$ cat src/rtl/flat_to_2d_array_deserializer_if.sv
// Stream-in / frame-out bundle for flat_to_2d_array_deserializer.
// The slave modport is the deserializer; the master modport is the producer/consumer side.
interface flat_to_2d_array_deserializer_if #(
    parameter int BIT_WIDTH = 4,
    parameter int ROWS      = 8,
    parameter int COLS      = 8,
    parameter int LANES     = 2
);
    logic [LANES*BIT_WIDTH-1:0] in_data;
    logic                       in_valid;
    logic                       in_ready;
    logic [BIT_WIDTH-1:0]       out [ROWS][COLS];
    logic                       out_valid;
    logic                       out_ready;

    modport master (
        output in_data, in_valid, out_ready,
        input  in_ready, out, out_valid
    );

    modport slave (
        input  in_data, in_valid, out_ready,
        output in_ready, out, out_valid
    );
endinterface

$ cat src/rtl/flat_to_2d_array_deserializer.sv
// Rebuilds a column-major ROWS x COLS frame from a LANES-wide valid/ready stream.
// Optional feature macro DOUBLE_BUFFER_EN: ping-pong banks for full-rate back-to-back frames.
module flat_to_2d_array_deserializer #(
    parameter int BIT_WIDTH = 4,
    parameter int ROWS      = 8,
    parameter int COLS      = 8,
    parameter int LANES     = 2
) (
    input  logic                             clk,
    input  logic                             rst,
    flat_to_2d_array_deserializer_if.slave   bus
);
    localparam int BEATS = (ROWS * COLS) / LANES;
    localparam int CNT_W = (BEATS > 1) ? $clog2(BEATS) : 1;
    localparam logic [CNT_W-1:0] LAST_BEAT = CNT_W'(BEATS - 1);

    if (((ROWS * COLS) % LANES) != 0) begin : g_bad_lanes
        $error("LANES must divide ROWS*COLS");
    end

    logic [CNT_W-1:0] beat_cnt_q;
    logic [CNT_W-1:0] beat_cnt_d;
    logic             in_ready_q;
    logic             out_valid_q;
    logic             accept_s;
    logic             last_s;
    logic             take_s;
    logic             load_s;

    assign accept_s      = bus.in_valid & in_ready_q;
    assign last_s        = accept_s & (beat_cnt_q == LAST_BEAT);
    assign take_s        = bus.out_ready & out_valid_q;
    assign bus.in_ready  = in_ready_q;
    assign bus.out_valid = out_valid_q;

    // Beat counter next state: wraps to zero after the final beat of a frame.
    always_comb begin
        beat_cnt_d = beat_cnt_q;
        if (accept_s) begin
            if (last_s) begin
                beat_cnt_d = '0;
            end else begin
                beat_cnt_d = beat_cnt_q + CNT_W'(1);
            end
        end else begin
            beat_cnt_d = beat_cnt_q;
        end
    end

`ifdef DOUBLE_BUFFER_EN
    logic [1:0] occ_q;
    logic [1:0] occ_d;
    logic       fill_ptr_q;
    logic       rd_ptr_q;
    logic       rd_ptr_d;

    // Occupancy: a completion and a handshake in the same cycle cancel out.
    always_comb begin
        occ_d = occ_q;
        if (last_s && !take_s) begin
            occ_d = occ_q + 2'd1;
        end else if (take_s && !last_s) begin
            occ_d = occ_q - 2'd1;
        end else begin
            occ_d = occ_q;
        end
    end

    assign rd_ptr_d = rd_ptr_q ^ take_s;
    assign load_s   = (occ_d != 2'd0) && (take_s || (occ_q == 2'd0));

    // Control for the ping-pong pair; handshake flags are registered from next occupancy.
    always_ff @(posedge clk or posedge rst) begin
        if (rst) begin
            beat_cnt_q  <= '0;
            occ_q       <= 2'd0;
            fill_ptr_q  <= 1'b0;
            rd_ptr_q    <= 1'b0;
            in_ready_q  <= 1'b0;
            out_valid_q <= 1'b0;
        end else begin
            beat_cnt_q  <= beat_cnt_d;
            occ_q       <= occ_d;
            fill_ptr_q  <= fill_ptr_q ^ last_s;
            rd_ptr_q    <= rd_ptr_d;
            in_ready_q  <= (occ_d != 2'd2);
            out_valid_q <= (occ_d != 2'd0);
        end
    end
`else
    typedef enum logic [0:0] {FILL = 1'b0, HOLD = 1'b1} state_e;
    state_e state_q;

    assign load_s = last_s;

    // FILL/HOLD sequencer; in_ready returns one cycle after the frame is taken.
    always_ff @(posedge clk or posedge rst) begin
        if (rst) begin
            state_q     <= FILL;
            beat_cnt_q  <= '0;
            in_ready_q  <= 1'b0;
            out_valid_q <= 1'b0;
        end else begin
            case (state_q)
                FILL: begin
                    beat_cnt_q <= beat_cnt_d;
                    if (last_s) begin
                        state_q     <= HOLD;
                        in_ready_q  <= 1'b0;
                        out_valid_q <= 1'b1;
                    end else begin
                        in_ready_q  <= 1'b1;
                        out_valid_q <= 1'b0;
                    end
                end
                HOLD: begin
                    if (take_s) begin
                        state_q     <= FILL;
                        in_ready_q  <= 1'b1;
                        out_valid_q <= 1'b0;
                    end else begin
                        in_ready_q  <= 1'b0;
                        out_valid_q <= 1'b1;
                    end
                end
                default: begin
                    state_q     <= FILL;
                    beat_cnt_q  <= '0;
                    in_ready_q  <= 1'b0;
                    out_valid_q <= 1'b0;
                end
            endcase
        end
    end
`endif

    for (genvar r = 0; r < ROWS; r++) begin : g_row
        for (genvar c = 0; c < COLS; c++) begin : g_col
            localparam int K    = c * ROWS + r;
            localparam int LANE = K % LANES;
            localparam logic [CNT_W-1:0] BEAT = CNT_W'(K / LANES);

            logic                 hit_s;
            logic [BIT_WIDTH-1:0] lane_s;
            logic [BIT_WIDTH-1:0] out_q;

            assign hit_s  = accept_s & (beat_cnt_q == BEAT);
            assign lane_s = bus.in_data[LANE*BIT_WIDTH +: BIT_WIDTH];
`ifdef DOUBLE_BUFFER_EN
            logic [BIT_WIDTH-1:0] bank0_q, bank1_q, bank0_d, bank1_d;
            assign bank0_d = (hit_s & ~fill_ptr_q) ? lane_s : bank0_q;
            assign bank1_d = (hit_s &  fill_ptr_q) ? lane_s : bank1_q;

            // Element storage in both banks; out copies the oldest complete bank.
            always_ff @(posedge clk or posedge rst) begin
                if (rst) begin
                    bank0_q <= '0;
                    bank1_q <= '0;
                    out_q   <= '0;
                end else begin
                    bank0_q <= bank0_d;
                    bank1_q <= bank1_d;
                    if (load_s) begin
                        out_q <= rd_ptr_d ? bank1_d : bank0_d;
                    end
                end
            end
`else
            logic [BIT_WIDTH-1:0] fill_q, fill_d;
            assign fill_d = hit_s ? lane_s : fill_q;

            // Fill element plus its holding copy, loaded when the frame completes.
            always_ff @(posedge clk or posedge rst) begin
                if (rst) begin
                    fill_q <= '0;
                    out_q  <= '0;
                end else begin
                    fill_q <= fill_d;
                    if (load_s) begin
                        out_q <= fill_d;
                    end
                end
            end
`endif
            assign bus.out[r][c] = out_q;
        end
    end
endmodule
$ cat src/flat_wrapper.sv
// flat-port wrapper written by rule: the top's interface ports become plain ports
module flat_to_2d_array_deserializer_flat 
#(
    parameter int BIT_WIDTH = 4,
    parameter int ROWS      = 8,
    parameter int COLS      = 8,
    parameter int LANES     = 2
)
  (clk, rst, bus_in_data, bus_in_valid, bus_out_ready, bus_in_ready, bus_out, bus_out_valid);
  flat_to_2d_array_deserializer_if #(.BIT_WIDTH(BIT_WIDTH), .ROWS(ROWS), .COLS(COLS), .LANES(LANES)) bus_i ();
  input  logic clk;
  input  logic rst;
  input wire logic [$bits(bus_i.in_data)-1:0] bus_in_data;
  input wire logic [$bits(bus_i.in_valid)-1:0] bus_in_valid;
  input wire logic [$bits(bus_i.out_ready)-1:0] bus_out_ready;
  output wire logic [$bits(bus_i.in_ready)-1:0] bus_in_ready;
  output wire logic [$bits(bus_i.out)-1:0] bus_out;
  output wire logic [$bits(bus_i.out_valid)-1:0] bus_out_valid;
  assign bus_i.in_data = bus_in_data;
  assign bus_i.in_valid = bus_in_valid;
  assign bus_i.out_ready = bus_out_ready;
  assign bus_in_ready = bus_i.in_ready;
  assign bus_out = {>>{bus_i.out}};
  assign bus_out_valid = bus_i.out_valid;
  flat_to_2d_array_deserializer #(.BIT_WIDTH(BIT_WIDTH), .ROWS(ROWS), .COLS(COLS), .LANES(LANES)) u_core (.clk(clk), .rst(rst), .bus(bus_i));
endmodule
$ cat config.mk
export PLATFORM = sky130hd
export DESIGN_NAME = flat_to_2d_array_deserializer_flat
export DESIGN_NICKNAME = d
export VERILOG_FILES = /design/src/rtl/flat_to_2d_array_deserializer_if.sv /design/src/rtl/flat_to_2d_array_deserializer.sv /design/src/flat_wrapper.sv
export SDC_FILE = /design/constraint.sdc
export NUM_CORES = 1
export LEC_CHECK = 0
export BUFFER_PORTS_ARGS = -buffer_cell sky130_fd_sc_hd__buf_2
export CORE_ASPECT_RATIO = 1.25
export CORE_MARGIN = 2
export CORE_UTILIZATION = 39
export CTS_BUF_LIST = sky130_fd_sc_hd__clkbuf_16
export DETAILED_ROUTE_END_ITERATION = 12
export GPL_ROUTABILITY_DRIVEN = 0
export GPL_TIMING_DRIVEN = 0
export PLACE_DENSITY_LB_ADDON = 0.3
export SETUP_SLACK_MARGIN = 0.05
export SKIP_LAST_GASP = 1
export SLEW_MARGIN = 20
export SYNTH_ARGS = -nofsm -noshare
export SYNTH_HDL_FRONTEND = slang
export SYNTH_SLANG_ARGS = --single-unit
$ cat constraint.sdc
create_clock -name clk -period 17.55 [get_ports clk]
set_clock_uncertainty 0.1 [all_clocks]
set_input_delay 0.8775 -clock clk [delete_from_list [all_inputs] [get_ports clk]]
set_output_delay 0.8775 -clock clk [all_outputs]
set_load 0.005 [all_outputs]
==> impl_metrics.ini, run 1 <==
[floorplanning]
die_w_um = 210.9
initial_core_util_pct = 39.51
rows = 94
fp.dieH_um = 262.6
design.die.area_um2 = 55380
io_pins = 270
core_um2 = 52810

[critical_path]
critPathKind = reg -> reg
r2r_start = u_core.beat_cnt_q[2]$_DFFE_PP0P_
cp_data_arrival_time_ps = 3820
worstPathMaxFanout = 10
cpMaxStageDelayCell = clkbuf_1
end_kind = flop
reg2reg_setup_slack_ps = 14150
reg2regPathDepth = 11
cp_top_family = buffers and inverters
max_stage_delay_ps = 630
r2r-end = u_core.g_row[3].g_col[6].out_q[2]$_DFFE_PP0P_
critPathRequiredTime_ps = 17970
start_kind = flop
crit_buf_inv = 6
path_cells = buf_4, buf_6, buf_4, buf_2, and3_1, ha_1, and3_1, buf_4, clkbuf_1, nor2_1, a31oi_1
crit_path_frequent_cell = buf_4

[timing]
grt_setup_unrepaired = false
slew_viol_final = 0
period_share_pct = 19.37
tightest_slew_ps = 1146
holdWs_ps = 196.4
setup_slack_ps = 14150
finalSetupViolCount = 0
finalHoldViolations = 0
final.setup.tns_ps = 0
fin_crit_ps = 3400
fmax_ghz = 0.2941
maxSlewHeadroom_pct = 23.62

[run]
max-cap-violations = 0

[grt]
grt_use_met2_pct = 43.31
grt_use_met3_pct = 5.378
track_usage_pct = 26.25
use_met1_pct = 33.26
antenna_found_initial = 0
top_usage_layer = met2
grt_pass1_vias = 17730
grt_overflow = 0
grt_max_degree = 104
grt_pass1_wl_um = 109500

[yosys]
netlist_area_um2 = 20870
synth_common_cells = dfrtp_1 (511), o21ai_0 (294), nor2_1 (242)
syn_inst = 2048
synth_edf_count = 0
async_reset_ff_share_pct = 100.0
ys_top_cells_by_area = dfrtp_1 (61%), o21ai_0 (7.1%), a31oi_1 (5.3%)
synth_top_area_share_pct = 61.28
syn_area_per_cell_um2 = 10.19
mappedNetlistNets = 2066
yosysTopAreaCell = dfrtp_1
yosysSeqAreaShare_pct = 61.28
synth_flop_cell = dfrtp_1
synth_cell_types = 41
ys_warn_count = 0
synth_seq_cells = 511
synth_most_common_cell = dfrtp_1

[routing]
first_iter_violations = 1598
ant_nets = 0
dr.pass1.iters = 5
vias = 17570
route.detailed.drc = 0
drt_wl_total_um = 73420
routedWlPerCell_um = 23.85
vias_per_cell = 5.710

[cts]
htree_levels = 2
clock_sinks = 511
cts_max_path_buffers = 3
cts_buffers = 51
holdBufCountCts = 0
clock-root-buffer = clkbuf_16
cts_tree = done
insertion_delay_ps = 610
cts_resized = 0
post_cts_buffers = 0
clk_pin_slew_ps = 60

[run_status]
status = completed

[place]
dpl_worst_slack_ps = 14200
hpwl_um = 51050
port_buffers = 261
post_dp_cell_area_um2 = 23160

[layout]
areaGrowthSynthToFinish_pct = 18.59
n_antenna_cell = 0
finalInstanceArea_um2 = 24750
drive_above_1_share_pct = 22.61
finish.net_count = 2385

[power]
p_int_w = 0.002528
seq_power_share_pct = 44.0
ir_drop_mv = 0.08308
p_comb_share_pct = 29.1
power_frac_clock_pct = 26.9
swShare_pct = 35.90
p_per_area_nw_per_um2 = 159.4
p_leak_nw = 12.86
switchingPower_w = 0.001416

[min_path]
hp-class = in -> async
-- metal layers --
layer / wire length, um / part of all wire [%]
met1: 28920 / 39
met2: 35390 / 48
met5: 0 / 0
met3: 5674 / 7.7
met4: 3438 / 4.7
-- layout make-up --
class                           instances  area (um^2)
Clock buffer                           51         1276
Tap cell                              672        840.8
Buffer                                199         1117
Fill cell                            4918        28060
Clock inverter                         41        310.3
Multi-Input combinational cell       1331         6935
Timing Repair Buffer                  266         1444
Sequential cell                       511        12790
Inverter                                7        33.78
-- power groups by stage --
stage               registers [W]  clock network [W]  logic [W]
floorplan                 0.00171                  0   0.000656
CTS                       0.00173            0.00108    0.00114
global placement          0.00175                  0    0.00110
detailed placement        0.00175                  0    0.00114
finish                    0.00174            0.00106    0.00115
global route              0.00177            0.00112    0.00126
-- registers in the layout, indices dropped and copies added, names as in the netlist --
signal / cells
u_core.beat_cnt_q: 5
u_core.bus.out_valid: 1
u_core.bus.in_ready: 1
u_core.g_row.g_col.fill_q: 248
u_core.g_row.g_col.out_q: 256
-- cell usage in the layout (no fill, tap or decap), drive strengths merged --
cell type	netlist	layout
nand3	163	163
o41ai	2	2
o21ai	309	309
inv	7	19
buf	133	399
dfrtp	511	511
or3	1	1
nand4bb	1	1
clkbuf	66	117
and3	18	18
nand4	19	19
nand4b	4	4
bufinv	0	4
nor3	1	1
clkinvlp	0	1
o31ai	1	1
nand2b	4	4
and4	3	3
and4bb	1	1
a22o	1	1
or2	1	1
nand2	220	220
nor2b	4	4
a211o	1	1
a31oi	176	176
or2b	1	1
and2	2	2
clkinv	0	24
a21oi	128	128
mux2	17	17
ha	6	6
nor2	243	243
and4b	4	4
-- kinds of logic (layout without fill, tap and decap cells) --
logic type      count (synthesis)  in the layout  share of synthesized area [%]
flops                         511            511                          61.28
fa+ha+maj                       6              6                         0.3598
buf+inv                       206            564                          5.481
compound gates                618            618                          15.96
mux                            17             17                          1.205
simple gates                  690            690                          15.71
-- stage by stage --
step	utilization, %	instances	total power, W
5_1_grt	46.86	3078	0.004153
2_1_floorplan	-	2048	0.002362
3_3_place_gp	43.58	2981	0.002852
6_report	46.86	3078	0.003944
3_5_place_dp	43.85	2986	0.002886
4_1_cts	46.86	3078	0.003952
-- worst max-delay path by stage --
stage | depth (start not counted) | startpoint | end
4_1_cts | 11 | u_core.beat_cnt_q[2]$_DFFE_PP0P_ | u_core.g_row[3].g_col[6].out_q[2]$_DFFE_PP0P_
5_1_grt | 11 | u_core.beat_cnt_q[2]$_DFFE_PP0P_ | u_core.g_row[3].g_col[6].out_q[2]$_DFFE_PP0P_
3_3_place_gp | 2 | rst | u_core.g_row[5].g_col[3].out_q[1]$_DFFE_PP0P_
3_5_place_dp | 11 | u_core.beat_cnt_q[2]$_DFFE_PP0P_ | u_core.g_row[3].g_col[6].out_q[2]$_DFFE_PP0P_
6_report | 11 | u_core.beat_cnt_q[2]$_DFFE_PP0P_ | u_core.g_row[3].g_col[6].out_q[2]$_DFFE_PP0P_
2_1_floorplan | 1 | rst | u_core.beat_cnt_q[0]$_DFFE_PP0P_
(Power assumes the default switching activity.)
==> run 2, diff against run 1 <==
--- a/config.mk
+++ b/config.mk
@@ -5,6 +5,7 @@
 export SDC_FILE = /design/constraint.sdc
 export NUM_CORES = 1
 export LEC_CHECK = 0
+export ABC_AREA = 1
 export BUFFER_PORTS_ARGS = -buffer_cell sky130_fd_sc_hd__buf_2
 export CORE_ASPECT_RATIO = 1.25
 export CORE_MARGIN = 2
==> constraint.sdc (replaced) <==
create_clock -name clk -period 3.6 [get_ports clk]
set_clock_uncertainty 0.1 [all_clocks]
set_input_delay 0.18 -clock clk [delete_from_list [all_inputs] [get_ports clk]]
set_output_delay 0.18 -clock clk [all_outputs]
set_load 0.005 [all_outputs]
==> run 2 against run 1 <==
Net effect: combinational power increased to 5.9 times the previous value; critical endpoint is now u_core.g_row[7].g_col[7].out_q[2]$_DFFE_PP0P_; utilization increased by 0.49 points; critical path depth decreased by 2; area after synthesis increased by 3.4%; count of clock-buffer cells in the layout increased by 2; non-clock buffer count decreased by 58; design area increased by 4.8%; via count increased by 0.79%; sequential share of layout area decreased by 2.4 points.
==> impl_metrics.ini, run 2 <==
[place]
post_dp_cell_area_um2 = 24190
port_buffers = 269
dpl_worst_slack_ps = 809.4
hpwl_um = 50100

[cts]
clk_pin_slew_ps = 70
cts_tree = done
cts_max_path_buffers = 3
insertion_delay_ps = 600
htree_levels = 2
clock_sinks = 511
cts_buffers = 51
clock-root-buffer = clkbuf_16

[yosys]
yosysSeqAreaShare_pct = 59.26
ys_warn_count = 0
ys_top_cells_by_area = dfrtp_1 (59%), nand2_1 (15%), nand3_1 (9.9%)
synth_seq_cells = 511
synth_edf_count = 0
mappedNetlistNets = 2505
async_reset_ff_share_pct = 100.0
syn_area_per_cell_um2 = 8.676
yosysTopAreaCell = dfrtp_1
synth_top_area_share_pct = 59.26
syn_inst = 2487
synth_most_common_cell = nand2_1
netlist_area_um2 = 21580
synth_common_cells = nand2_1 (869), dfrtp_1 (511), nand3_1 (425)
synth_flop_cell = dfrtp_1
synth_cell_types = 22

[floorplanning]
rows = 96
design.die.area_um2 = 57230
die_w_um = 214.4
io_pins = 270
initial_core_util_pct = 39.39
fp.dieH_um = 267.0
core_um2 = 54770

[timing]
period_share_pct = 79.64
finalHoldViolations = 0
final.setup.tns_ps = 0
maxSlewHeadroom_pct = 27.90
finalSetupViolCount = 0
setup_slack_ps = 733.1
grt_setup_unrepaired = false
tightest_slew_ps = 1082
fin_crit_ps = 2867
slew_viol_final = 0
fmax_ghz = 0.3488

[grt]
use_met1_pct = 30.09
grt_use_met2_pct = 40.97
top_usage_layer = met2
grt_pass1_vias = 17690
grt_pass1_wl_um = 105100
grt_max_degree = 37
grt_use_met3_pct = 4.923
grt_overflow = 0
antenna_found_initial = 1
track_usage_pct = 24.17

[power]
seq_power_share_pct = 43.6
p_leak_nw = 13.80
p_comb_share_pct = 31.6
switchingPower_w = 0.007482
power_frac_clock_pct = 24.8
ir_drop_mv = 0.3733
p_per_area_nw_per_um2 = 828.2
swShare_pct = 34.83
p_int_w = 0.01400

[routing]
dr.pass1.iters = 5
routedWlPerCell_um = 19.12
ant_nets = 0
drt_wl_total_um = 69060
route.detailed.drc = 0
vias_per_cell = 4.904
first_iter_violations = 1344
vias = 17710

[run]
max-cap-violations = 0

[critical_path]
critPathRequiredTime_ps = 4030
critPathKind = reg -> reg
end_kind = flop
cp_data_arrival_time_ps = 3300
cpMaxStageDelayCell = clkbuf_1
crit_path_frequent_cell = nand2_1
start_kind = flop
path_cells = ha_1, inv_1, nor2_1, ha_1, nand2_1, buf_2, clkbuf_1, nand2_1, nand2_1
max_stage_delay_ps = 770
worstPathMaxFanout = 10

[layout]
finalInstanceArea_um2 = 25930
layout_common_cells = nand2_1 (869), dfrtp_1 (511), nand3_1 (425), buf_2 (319), inv_1 (264)
finish.net_count = 2854
drive_above_1_share_pct = 15.33
reg.largest.list = u_core.g_row.g_col.out_q x256, u_core.g_row.g_col.fill_q x248, u_core.beat_cnt_q x5
largest_reg_flops = 256
areaGrowthSynthToFinish_pct = 20.19
final_common_cell = nand2_1
fill_cells = 5312
top_register = u_core.g_row.g_col.out_q

[min_path]
hp-class = in -> async

[run_status]
status = completed
run 2: power by group through the flow:
stage          Combinational (W)  Sequential (W)  Clock [W]
6_report                 0.00679         0.00936    0.00533
5_1_grt                  0.00774         0.00960    0.00563
4_1_cts                  0.00686         0.00936    0.00540
3_5_place_dp             0.00676         0.00943          0
3_3_place_gp             0.00657         0.00941          0
2_1_floorplan            0.00391         0.00935          0
run 2: final timing paths:
| kind | slack (ps) | from | depth (start not counted) | to |
|---|---|---|---|---|
| max | 730 | u_core.beat_cnt_q[0]$_DFFE_PP0P_ | 9 | u_core.g_row[7].g_col[7].out_q[2]$_DFFE_PP0P_ |
| min reg2reg | 380 | u_core.g_row[3].g_col[3].out_q[2]$_DFFE_PP0P_ | 2 | u_core.g_row[3].g_col[3].out_q[2]$_DFFE_PP0P_ |
| min in group clk | 70 | bus_in_valid | 6 | u_core.beat_cnt_q[1]$_DFFE_PP0P_ |
| max in group asynchronous | 1660 | rst | 9 | u_core.g_row[3].g_col[6].out_q[1]$_DFFE_PP0P_ |
| max reg2reg | 730 | u_core.beat_cnt_q[0]$_DFFE_PP0P_ | 9 | u_core.g_row[7].g_col[7].out_q[2]$_DFFE_PP0P_ |
| min | 30 | rst | 3 | u_core.g_row[6].g_col[4].out_q[2]$_DFFE_PP0P_ |
run 2: metrics by stage:
step                      total power, W  std cells  utilization, %  hold slack [ps]
after floorplan                  0.01326       2487               -            178.1
after global placement           0.01598       3491           43.54            276.5
after detailed placement         0.01620       3508           44.17            92.21
after CTS                        0.02162       3611           47.34            13.77
after global routing             0.02297       3612           47.35            55.58
final                            0.02148       3612           47.35            30.82
run 2: cell families after synthesis:
group,after synthesis,share of synthesized area [%]
AOI/OAI and AO/OA,15,0.3537
adders and majority gates,6,0.3479
buffers and inverters,385,7.057
DFF,511,59.26
and+or+nand+nor,1570,32.98
run 2: timing repair:
action                                  in CTS  in global routing
gates resized for setup                      0                  0
endpoints found under the hold margin      104                  0
hold buffers                                10                  0
buffers inserted                             0                  0
endpoints found under the setup margin       0                  0
run 2: layout make-up:
class / instances / area [um^2] / share of cell area, %
Clock inverter: 40 / 310.3 / 1.197
Multi-Input combinational cell: 1591 / 7267 / 28.02
Tap cell: 735 / 919.6 / 3.546
Timing Repair Buffer: 296 / 1794 / 6.919
Inverter: 274 / 1032 / 3.980
Buffer: 111 / 494.2 / 1.906
Sequential cell: 511 / 12790 / 49.31
Antenna cell: 1 / 2.502 / 0.009649
Clock buffer: 53 / 1326 / 5.114
run 2: critical path: cells and delay by family, from the launching register on:
family                     cells  cell delay (ps)
buffers and inverters          3             1290
and+or+nand+nor                4              480
DFF                            1              440
adders and majority gates      2              480
run 2: layer usage:
metal  vias up  share of wire [%]
met1      8675                 41
met2       538                 49
met3       140                6.2
met5         -                  0
li1       8359                  -
met4         0                4.4
